$ cat src/rtl/axi_lite_master.sv
// AXI-Lite-style initiator for the 4-bit AXI slave.
// Takes one read or write command at a time. Drives the ar/r or aw/w channels,
// then returns a single-cycle response carrying a timeout error flag.
// Every ms_* output comes from a register or from the state, so no sm_* input
// reaches an ms_* output through combinational logic.
module axi_lite_master #(
  parameter int ADDR_W  = 4,
  parameter int DATA_W  = 4,
  parameter int TIMEOUT = 15
) (
  input  logic              clk,
  input  logic              reset,
  // command / response port
  input  logic              cmd_valid,
  output logic              cmd_ready,
  input  logic              cmd_write,
  input  logic [ADDR_W-1:0] cmd_addr,
  input  logic [DATA_W-1:0] cmd_wdata,
  output logic              rsp_valid,
  output logic              rsp_err,
  output logic [DATA_W-1:0] rsp_rdata,
  // read-address channel
  output logic              ms_arvalid,
  output logic [ADDR_W-1:0] ms_araddr,
  input  logic              sm_arready,
  // read-data channel
  input  logic              sm_rvalid,
  input  logic [DATA_W-1:0] sm_rdata,
  output logic              ms_rready,
  // write-address channel
  output logic              ms_awvalid,
  output logic [ADDR_W-1:0] ms_awaddr,
  input  logic              sm_awready,
  // write-data channel
  output logic              ms_wvalid,
  output logic [DATA_W-1:0] ms_wdata,
  input  logic              sm_wready
);

  typedef enum logic [2:0] {
    S_IDLE    = 3'd0,
    S_RD_ADDR = 3'd1,
    S_RD_DATA = 3'd2,
    S_WR      = 3'd3,
    S_RESP    = 3'd4
  } state_t;

  // A one-bit counter is kept when the timeout is disabled, so the width is never zero.
  localparam int CNT_W = (TIMEOUT > 0) ? $clog2(TIMEOUT + 1) : 1;

  state_t              state_q, state_d;
  logic [ADDR_W-1:0]   addr_q, addr_d;
  logic [DATA_W-1:0]   wdata_q, wdata_d;
  logic [DATA_W-1:0]   rdata_q, rdata_d;
  logic                awvalid_q, awvalid_d;
  logic                wvalid_q, wvalid_d;
  logic                err_q, err_d;
  logic [CNT_W-1:0]    cnt_q, cnt_d;

  logic ar_hs, r_hs, aw_hs, w_hs, any_hs, wr_done, tmo_hit;

  // Handshake and timeout conditions for the current cycle.
  always_comb begin
    ar_hs   = (state_q == S_RD_ADDR) && sm_arready;
    r_hs    = (state_q == S_RD_DATA) && sm_rvalid;
    aw_hs   = awvalid_q && sm_awready;
    w_hs    = wvalid_q && sm_wready;
    any_hs  = ar_hs || r_hs || aw_hs || w_hs;
    // A channel counts as finished if it completed earlier or completes this cycle.
    wr_done = (!awvalid_q || sm_awready) && (!wvalid_q || sm_wready);
    tmo_hit = (TIMEOUT != 0) && (cnt_q == CNT_W'(TIMEOUT));
  end

  // State register.
  always_ff @(posedge clk or posedge reset) begin
    if (reset) begin
      state_q <= S_IDLE;
      err_q   <= 1'b0;
    end else begin
      state_q <= state_d;
      err_q   <= err_d;
    end
  end

  // Next-state logic. The error flag is decided on the transition into RESP.
  always_comb begin
    state_d = state_q;
    err_d   = err_q;
    unique case (state_q)
      S_IDLE: begin
        if (cmd_valid) state_d = cmd_write ? S_WR : S_RD_ADDR;
      end
      S_RD_ADDR: begin
        if (ar_hs) begin
          state_d = S_RD_DATA;
        end else if (tmo_hit) begin
          state_d = S_RESP;
          err_d   = 1'b1;
        end
      end
      S_RD_DATA: begin
        if (r_hs) begin
          state_d = S_RESP;
          err_d   = 1'b0;
        end else if (tmo_hit) begin
          state_d = S_RESP;
          err_d   = 1'b1;
        end
      end
      S_WR: begin
        if (wr_done) begin
          state_d = S_RESP;
          err_d   = 1'b0;
        end else if (tmo_hit) begin
          state_d = S_RESP;
          err_d   = 1'b1;
        end
      end
      S_RESP: begin
        state_d = S_IDLE;
      end
      default: begin
        state_d = S_IDLE;
        err_d   = 1'b0;
      end
    endcase
  end

  // Next values for the command latch, write valids, read data and wait counter.
  always_comb begin
    addr_d    = addr_q;
    wdata_d   = wdata_q;
    rdata_d   = rdata_q;
    awvalid_d = awvalid_q;
    wvalid_d  = wvalid_q;
    cnt_d     = cnt_q;

    if (state_q == S_IDLE && cmd_valid) begin
      addr_d  = cmd_addr;
      wdata_d = cmd_wdata;
    end

    // Both write valids rise together on entry to WR.
    // Each falls after its own handshake, or when WR is left because of a timeout.
    if (state_q == S_IDLE && state_d == S_WR) begin
      awvalid_d = 1'b1;
      wvalid_d  = 1'b1;
    end else begin
      if (aw_hs || state_d != S_WR) awvalid_d = 1'b0;
      if (w_hs  || state_d != S_WR) wvalid_d  = 1'b0;
    end

    if (r_hs) rdata_d = sm_rdata;

    // Count wait cycles. Restart on any state change or on any handshake.
    if (state_d != state_q || any_hs) begin
      cnt_d = '0;
    end else if (TIMEOUT != 0 && !tmo_hit) begin
      cnt_d = cnt_q + CNT_W'(1);
    end
  end

  // Datapath registers.
  always_ff @(posedge clk or posedge reset) begin
    if (reset) begin
      addr_q    <= '0;
      wdata_q   <= '0;
      rdata_q   <= '0;
      awvalid_q <= 1'b0;
      wvalid_q  <= 1'b0;
      cnt_q     <= '0;
    end else begin
      addr_q    <= addr_d;
      wdata_q   <= wdata_d;
      rdata_q   <= rdata_d;
      awvalid_q <= awvalid_d;
      wvalid_q  <= wvalid_d;
      cnt_q     <= cnt_d;
    end
  end

  // Outputs are decoded from the state and registers only.
  always_comb begin
    cmd_ready  = (state_q == S_IDLE);
    ms_arvalid = (state_q == S_RD_ADDR);
    ms_rready  = (state_q == S_RD_DATA);
    ms_awvalid = awvalid_q;
    ms_wvalid  = wvalid_q;
    ms_araddr  = addr_q;
    ms_awaddr  = addr_q;
    ms_wdata   = wdata_q;
    rsp_valid  = (state_q == S_RESP);
    rsp_err    = (state_q == S_RESP) && err_q;
    rsp_rdata  = rdata_q;
  end

endmodule

$ cat config.mk
export PLATFORM = sky130hd
export DESIGN_NAME = axi_lite_master
export DESIGN_NICKNAME = d
export VERILOG_FILES = /design/src/rtl/axi_lite_master.sv
export SDC_FILE = /design/constraint.sdc
export NUM_CORES = 1
export LEC_CHECK = 0
export CAP_MARGIN = 10
export CORE_MARGIN = 10
export CORE_UTILIZATION = 45
export CTS_CLUSTER_SIZE = 30
export DETAILED_ROUTE_END_ITERATION = 7
export PLACE_DENSITY = 0.81
export SYNTH_ARGS = -nofsm -noshare
export SYNTH_HDL_FRONTEND = slang
export SYNTH_SLANG_ARGS = --single-unit
$ cat constraint.sdc
create_clock -name clk -period 2.57 [get_ports clk]
set_clock_uncertainty 0.15 [all_clocks]
set_input_delay 0.3855 -clock clk [delete_from_list [all_inputs] [get_ports clk]]
set_output_delay 0.3855 -clock clk [all_outputs]
set_load 0.01 [all_outputs]
# After elaboration in Yosys (flattened, before gate mapping)
# Cells that the tools add are included.
# Widths: inputs -> output; s select.
[totals]
regBits = 22
input_bits = 20
output_inout_bits = 23
[classes]
addsub = 1
n_eq_ne = 10
mux = 18
bitwise_logic = 1
n_reduce_logical = 23
[op_table]
columns = ["cell", "count"]
rows = [
  ["$mux 3", 5],
  ["$pmux 3 s4", 1],
  ["$eq 3x2->1 const B", 3],
  ["$logic_and 1x1->1", 8],
  ["$logic_or 1x1->1", 8],
  ["$mux 1", 8],
  ["$mux 4", 2],
  ["$add 4x1->4 const B", 1],
  ["$eq 4x4->1 const B", 1],
  ["$pmux 1 s4", 1],
  ["$reduce_bool 2->1", 2],
  ["$eq 3x1->1 const B", 1],
  ["$eq 3x3->1 const B", 1],
  ["$logic_not 3->1", 1],
  ["$ne 3x2->1 const B", 1],
  ["$ne 3x3->1", 1],
  ["$logic_not 1->1", 2],
  ["$mux 2", 1],
  ["$ne 2x1->1 const B", 1],
  ["$ne 2x2->1 const B", 1],
  ["$reduce_and 2->1", 1],
  ["$reduce_or 2->1", 1],
  ["$not 1->1", 1],
]

# Longest topological paths before layout
# Gate-level depths: netlist of run 1.
[depth]
depth_word = 9
mapped_depth = 6

# Worst setup path after synthesis of run 1
# Ideal clock, no wire load.
[synth_path]
kind = "register to register"
startpoint = "reg cnt_q[0]"
endpoint = "reg wvalid_q, in the netlist ms_wvalid"
setup_time_ns = 0.104
t_arrival_ns = 1.412
required_time_ns = 2.316
path_slack_ns = 0.904
path_stages_with_launch = 6
synth_period_minus_slack_ns = 1.666
cell_sequence = "dfrtp_1 -> ha_1 -> and3_1 -> o21ai_0 -> nand4b_1 -> a221oi_1"
[synth_via]
elab_chain_len = 7
elab_cells_between_ends = 12
[synth_rtl]
columns = ["element", "line_no", "text"]
rows = [
  ["start: declaration", "58", "logic [CNT_W-1:0] cnt_q, cnt_d;"],
  ["start signal: assignment", "178", "cnt_q <= cnt_d;"],
  ["$eq 4x4->1 (*)", "71", "tmo_hit = (TIMEOUT != 0) && (cnt_q == CNT_W'(TIMEOUT));"],
  ["$mux 3 (*)", "96, 105, 114", ""],
  ["$mux 3, on equally long branches", "111, 102, 94", ""],
  ["$pmux 3 s4 (*)", "89", "unique case (state_q)"],
  ["$eq 3x2->1 / $ne 3x2->1 (equally long branches)", "145, 150", ""],
  ["$logic_and 1x1->1 / $logic_or 1x1->1 (equally long branches)", "145, 150", ""],
  ["$mux 1 / $reduce_bool 2->1 (equally long branches)", "--", ""],
  ["end signal: assignment", "177", "wvalid_q <= wvalid_d;"],
  ["end: declaration", "56", "logic wvalid_q, wvalid_d;"],
]
# Every way passes the cells marked *; elsewhere a longest branch is shown, timed or not.
# A chain may end at the register's enable or synchronous reset.

# Final worst setup path of run 1
[layout_path]
startpoint = "reg state_q[0]"
endpoint = "out rsp_err"
[layout_via]
elab_chain_len = 2
[layout_rtl]
columns = ["element", "line_no", "text"]
rows = [
  ["start: declaration", "51", "state_t state_q, state_d;"],
  ["start signal: assignment", "80", "state_q <= state_d;"],
  ["$eq 3x3->1", "193", "rsp_err = (state_q == S_RESP) && err_q;"],
  ["$logic_and 1x1->1", "193", ""],
  ["end: declaration", "20", "output logic rsp_err,"],
]
# No other way between the ends.

==> out/qor.csv, run 1 <==
metric,value,unit
status,"finished, final reports clean",
synth_cells,122,
nNetsFinal,182,
finalNonFillerCells,190,
crit_arrival,1910,ps
whs,249,ps
dieArea,0.00495,mm^2
report.final.slew_viol_count,0,
syn_area_per_cell,9.34,um^2
drtIter0Drc,44,
hold_viol,0,
dp_slack,508,ps
clock_sinks,22,
path_clk_slew,120,ps
first_pass_iters,4,
initial_core_util,46.4,%
synth_top_area_share,48.3,%
n_antenna_cell,0,
utilization,64.5,%
fp.dieW,70.3,um
netSwitchingPower,0.656,mW
final.min_clock_period,2440,ps
h-tree-depth,1,
design_area,0.00158,mm^2
portBuffers,42,
num_rows,18,
synth_edf_count,0,
power,1.71,mW
clockRootBuffer,clkbuf_4,
syn-num-nets,143,
worst_pin_slew,470,ps
fmax,409,MHz
setup_viol,0,
cts_made_buffers,3,
ir_drop,0.818,mV
viasPerCell,5.29,
async_reset_ff_share,100,%
dp.cells,186,
core_area,0.00245,mm^2
clk_path_buf_depth,2,
io_pins,43,
p_leak,0.712,nW
relSlewSlack,68.5,%
grt_max_degree,23,
seqPwrFrac,35.9,%
insertion_delay,300,ps
grt_overflow,0,
layout_setup_ws,127,ps
multi_input_area,512,um^2
final_cell_mix,"clkdlybuf4s50_1, nand2_1, dfrtp_1, a21oi_1, nor2_1",
synth_seq_cells,22,
min_period_over_period,95.0,%
cp-end-kind,primary output,
grt_setup_unrepaired,false,
cts_tree,done,
netlist_area,0.00114,mm^2
grt_antenna_before_repair,0,
nFillCells,204,
crit_type,flip-flop to primary output,
maxCapViolCount,0,
grt_pass1_wl,4.95,mm
combinationalPowerShare,53.0,%
yosysWarnings,0,
seq_area,551,um^2
holdBufCountCts,0,
power.share.switching,38.4,%
p_per_area,1080,mW/mm^2
yosysUniqueCellTypes,33,
cp-start-kind,flip-flop,
grt_usage,12.0,%
dp_hpwl,2.34,mm
dieHeight,70.3,um
drcViolationCount,0,
post_cts_buffers,0,
synth_top_cell_by_area,dfrtp_1,
yosysSeqAreaShare,48.3,%
area_growth,38.9,%
synth_ff_type,dfrtp_1,
ant_nets,0,
via_count,1005,
p_int,1.05,mW
worstHoldPathType,primary input to async pin,
layout_commonest_cell,clkdlybuf4s50_1,
drive_gt1_share,8.13,%
post_drt_wl_per_cell,15.4,um
clockPowerShare,11.1,%
cts_resized,0,
netlist_top_cells_area,"dfrtp_1, nand2_1, mux2_2",
tns,0,ps
routabilityCongestion,0.873,
wl,2.93,mm
required,2030,ps
dpl_cell_area,0.00155,mm^2
critPathMaxFanout,12,
grt_pass1_vias,1061,
[cells by family after synthesis]
family / synth area share, %
xor+xnor: 0.769
fa+ha+maj: 1.10
mux: 6.26
simple gates: 23.8
buf+inv: 6.81
flops: 48.3
compound gates: 13.0
[critical path, stage by stage (launching register included)]
cell and delay [ps]:
dfrtp_1 570, inv_1 180, and3_1 230, and2_1 150
clkdlybuf4s50_1 470
[final cells by class]
class,count,area share (%)
multi-input combinational,86,32.3
inverter,5,1.19
clock buffer,4,2.29
tap,30,2.37
sequential,22,34.8
timing repair buffer,43,27.0
[power by group through the flow]
stage / registers [mW] / logic (mW) / clock network, mW
after CTS: 0.610 / 0.917 / 0.196
after floorplan: 0.610 / 0.523 / 0
after global placement: 0.608 / 0.901 / 0
after global routing: 0.637 / 0.998 / 0.209
final: 0.613 / 0.903 / 0.189
after detailed placement: 0.618 / 0.909 / 0
[per-layer routing]
layer / wire length, um / track usage, % / vias up
li1: - / - / 489
met5: 0 / 0 / -
met3: 395 / 7.77 / 6
met4: 46 / 3.73 / 0
met1: 1190 / 13.2 / 466
met2: 1300 / 18.2 / 44
[cell usage after synthesis (all sizes together), types with 2 or more instances]
cell     n
nand2   30
dfrtp   22
a21oi    8
buf      7
mux2     6
nor2     6
inv      5
o21ai    5
and3     4
a211oi   3
nand2b   3
a221oi   2
a31oi    2
clkbuf   2
nand3    2
nand3b   2
nor3     2
[registers in the layout, indices dropped and copies added, names as in the netlist]
register,flops
state_q,3
ms_wdata,4
ms_wvalid,1
err_q,1
ms_awvalid,1
cnt_q,4
ms_araddr,4
rsp_rdata,4
[worst paths after layout]
| path | endpoint | cells past startpoint | startpoint | slack (ps) |
|---|---|---|---|---|
| max | rsp_err | 4 | state_q[0] | 130 |
| min | ms_wdata[3] | 3 | reset | 250 |
| max reg2reg | ms_awvalid | 5 | cnt_q[0] | 620 |
| min reg2reg | ms_wdata[3] | 2 | ms_wdata[3] | 340 |
| max in group asynchronous | ms_araddr[1] | 3 | reset | 1800 |
| min in group clk | ms_wdata[3] | 2 | ms_wdata[3] | 340 |
Power figures use the tool's default switching activity.
==> run 2, diff against run 1 <==
--- a/config.mk
+++ b/config.mk
@@ -6,6 +6,7 @@
 export NUM_CORES = 1
 export LEC_CHECK = 0
 export CAP_MARGIN = 10
+export CORE_ASPECT_RATIO = 0.75
 export CORE_MARGIN = 10
 export CORE_UTILIZATION = 45
 export CTS_CLUSTER_SIZE = 30
==> run 2 against run 1 <==
Compared with the run above:
- non-clock buffer count stayed put
- critical path depth stayed put
- cell area increased by 1.4%
- worst setup slack better by 52 ps
- register-to-register slack barely moved
- first-iteration DRC count grew to 4.7 times the previous value
- via count up 3.8%
- critical endpoint unchanged
==> out/qor.csv, run 2 (synthesized netlist as in run 1, its figures left out) <==
metric,value,unit,change
setup_viol,0,,unchanged
worstHoldPathType,primary input to async pin,,
worst_pin_slew,492,ps,+22.2 ps
tns,0,ps,unchanged
area_growth,40.8,%,
clk_path_buf_depth,2,,unchanged
layout_commonest_cell,clkdlybuf4s50_1,,
wl_met1,1.33,mm,+12%
regToRegSetupSlack,610,ps,about the same
initial_core_util,48.2,%,+1.8 points
grt_pass1_vias,1048,,-1.2%
reg2regPathDepth,5,,unchanged
final.min_clock_period,2390,ps,-52.1 ps
grt_pass1_wl,5.10,mm,+2.9%
met3_length,364,um,-7.8%
path_clk_slew,130,ps,about the same
cts_tree,done,,
dpl_cell_area,0.00155,mm^2,+0.32%
finalNonFillerCells,194,,+2.1%
grt_antenna_before_repair,0,,unchanged
final_cell_mix,"clkdlybuf4s50_1, nand2_1, dfrtp_1, a21oi_1, nor2_1",,
grt_setup_unrepaired,false,,
insertion_delay,310,ps,about the same
drtIter0Drc,206,,+370%
status,"finished, final reports clean",,
via_count,1043,,+3.8%
design_area,0.00161,mm^2,+1.4%
fp.dieW,78.1,um,+11%
first_pass_iters,4,,unchanged
dp.cells,190,,+2.2%
grt_overflow,0,,unchanged
required,2030,ps,about the same
maxCapViolCount,0,,unchanged
seqPwrFrac,34.1,%,-1.8 points
viasPerCell,5.38,,+1.6%
hold_viol,0,,unchanged
clockPowerShare,14.8,%,+3.7 points
dp_slack,490,ps,-17.7 ps
reg2reg_from,cnt_q[0],,
n_antenna_cell,0,,unchanged
portBuffers,42,,unchanged
cp-start-kind,flip-flop,,
nNetsFinal,182,,unchanged
fmax,418,MHz,+2.2%
routabilityCongestion,0.933,,+6.9%
post_drt_wl_per_cell,15.8,um,+2.5%
relSlewSlack,67.0,%,-1.5 points
power.share.switching,37.8,%,-0.61 points
report.final.slew_viol_count,0,,unchanged
combinationalPowerShare,51.0,%,-2.0 points
crit_arrival,1860,ps,-50 ps
dieArea,0.00497,mm^2,+0.42%
clockRootBuffer,clkbuf_4,,
drcViolationCount,0,,unchanged
wl,3.06,mm,+4.6%
grt_max_degree,23,,unchanged
top_layer,met4,,
cts_made_buffers,3,,unchanged
clock_sinks,22,,unchanged
wl_met2,1.33,mm,+2.0%
netSwitchingPower,0.684,mW,+4.3%
min_period_over_period,93.0,%,-2.0 points
cp-end-kind,primary output,,
ant_nets,0,,unchanged
ir_drop,0.643,mV,-21%
io_pins,43,,unchanged
drive_gt1_share,8.75,%,+0.62 points
h-tree-depth,1,,unchanged
power,1.81,mW,+6.0%
num_rows,15,,-3
critPathMaxFanout,11,,-1
grt_usage,12.5,%,+0.54 points
p_leak,0.718,nW,+0.79%
r2r_end,ms_wvalid,,
p_int,1.12,mW,+7.0%
layout_setup_ws,179,ps,+52.1 ps
crit_type,flip-flop to primary output,,
dp_hpwl,2.41,mm,+3.1%
core_area,0.00236,mm^2,-3.7%
holdBufCountCts,0,,unchanged
p_per_area,1130,mW/mm^2,+4.5%
dieHeight,63.6,um,-9.6%
## run 2: power by group through the flow
stage          combinational, mW  clock (mW)  sequential, mW
6_report                   0.922       0.268           0.617
5_1_grt                     1.01       0.293           0.643
3_3_place_gp               0.906           0           0.617
4_1_cts                    0.933       0.275           0.612
3_5_place_dp               0.923           0           0.616
2_1_floorplan              0.523           0           0.610
## run 2: final cells by class
cell class,instances,area [um^2]
multi-input cells,86,512
well taps,34,42.5
flip-flops and latches,22,552
fillers,193,759
clock inverters,1,30.0
clock buffers,3,22.5
repair buffers,43,428
inverters,5,18.8
## run 2: worst max-delay path, stage by stage (launching register included)
cell and delay, ps:
dfrtp_1 510, inv_1 190, and3_1 190, and2_1 120
clkdlybuf4s50_1 530
## run 2: worst max-delay path by stage
stage | from | end | slack (ps) | cells past startpoint
after floorplan | cnt_q[0] | ms_wvalid | 900 | 5
after global placement | state_q[0] | rsp_err | 530 | 4
after detailed placement | state_q[0] | rsp_err | 490 | 4
after CTS | state_q[0] | rsp_err | 120 | 4
after global routing | state_q[1] | rsp_err | 40 | 4
final | state_q[1] | rsp_err | 180 | 4
## run 2: per-stage QoR
step | hold slack, ps | util (%)
floorplan | 225 | -
global placement | 321 | 65.6
detailed placement | 320 | 65.6
CTS | 247 | 67.8
global route | 264 | 67.9
finish | 245 | 67.9
## run 2: repair_timing
| action | 4_1_cts | 5_1_grt |
|---|---|---|
| gates resized for setup | 0 | 1 |
| endpoints found under the setup margin | 0 | 1 |
| setup buffers | 0 | 0 |
## run 2: layer usage
layer / vias to the layer above / global-route usage, %
met4: 0 / 2.90
met5: - / 0
met2: 62 / 18.4
met3: 6 / 6.80
met1: 489 / 15.5
li1: 486 / -
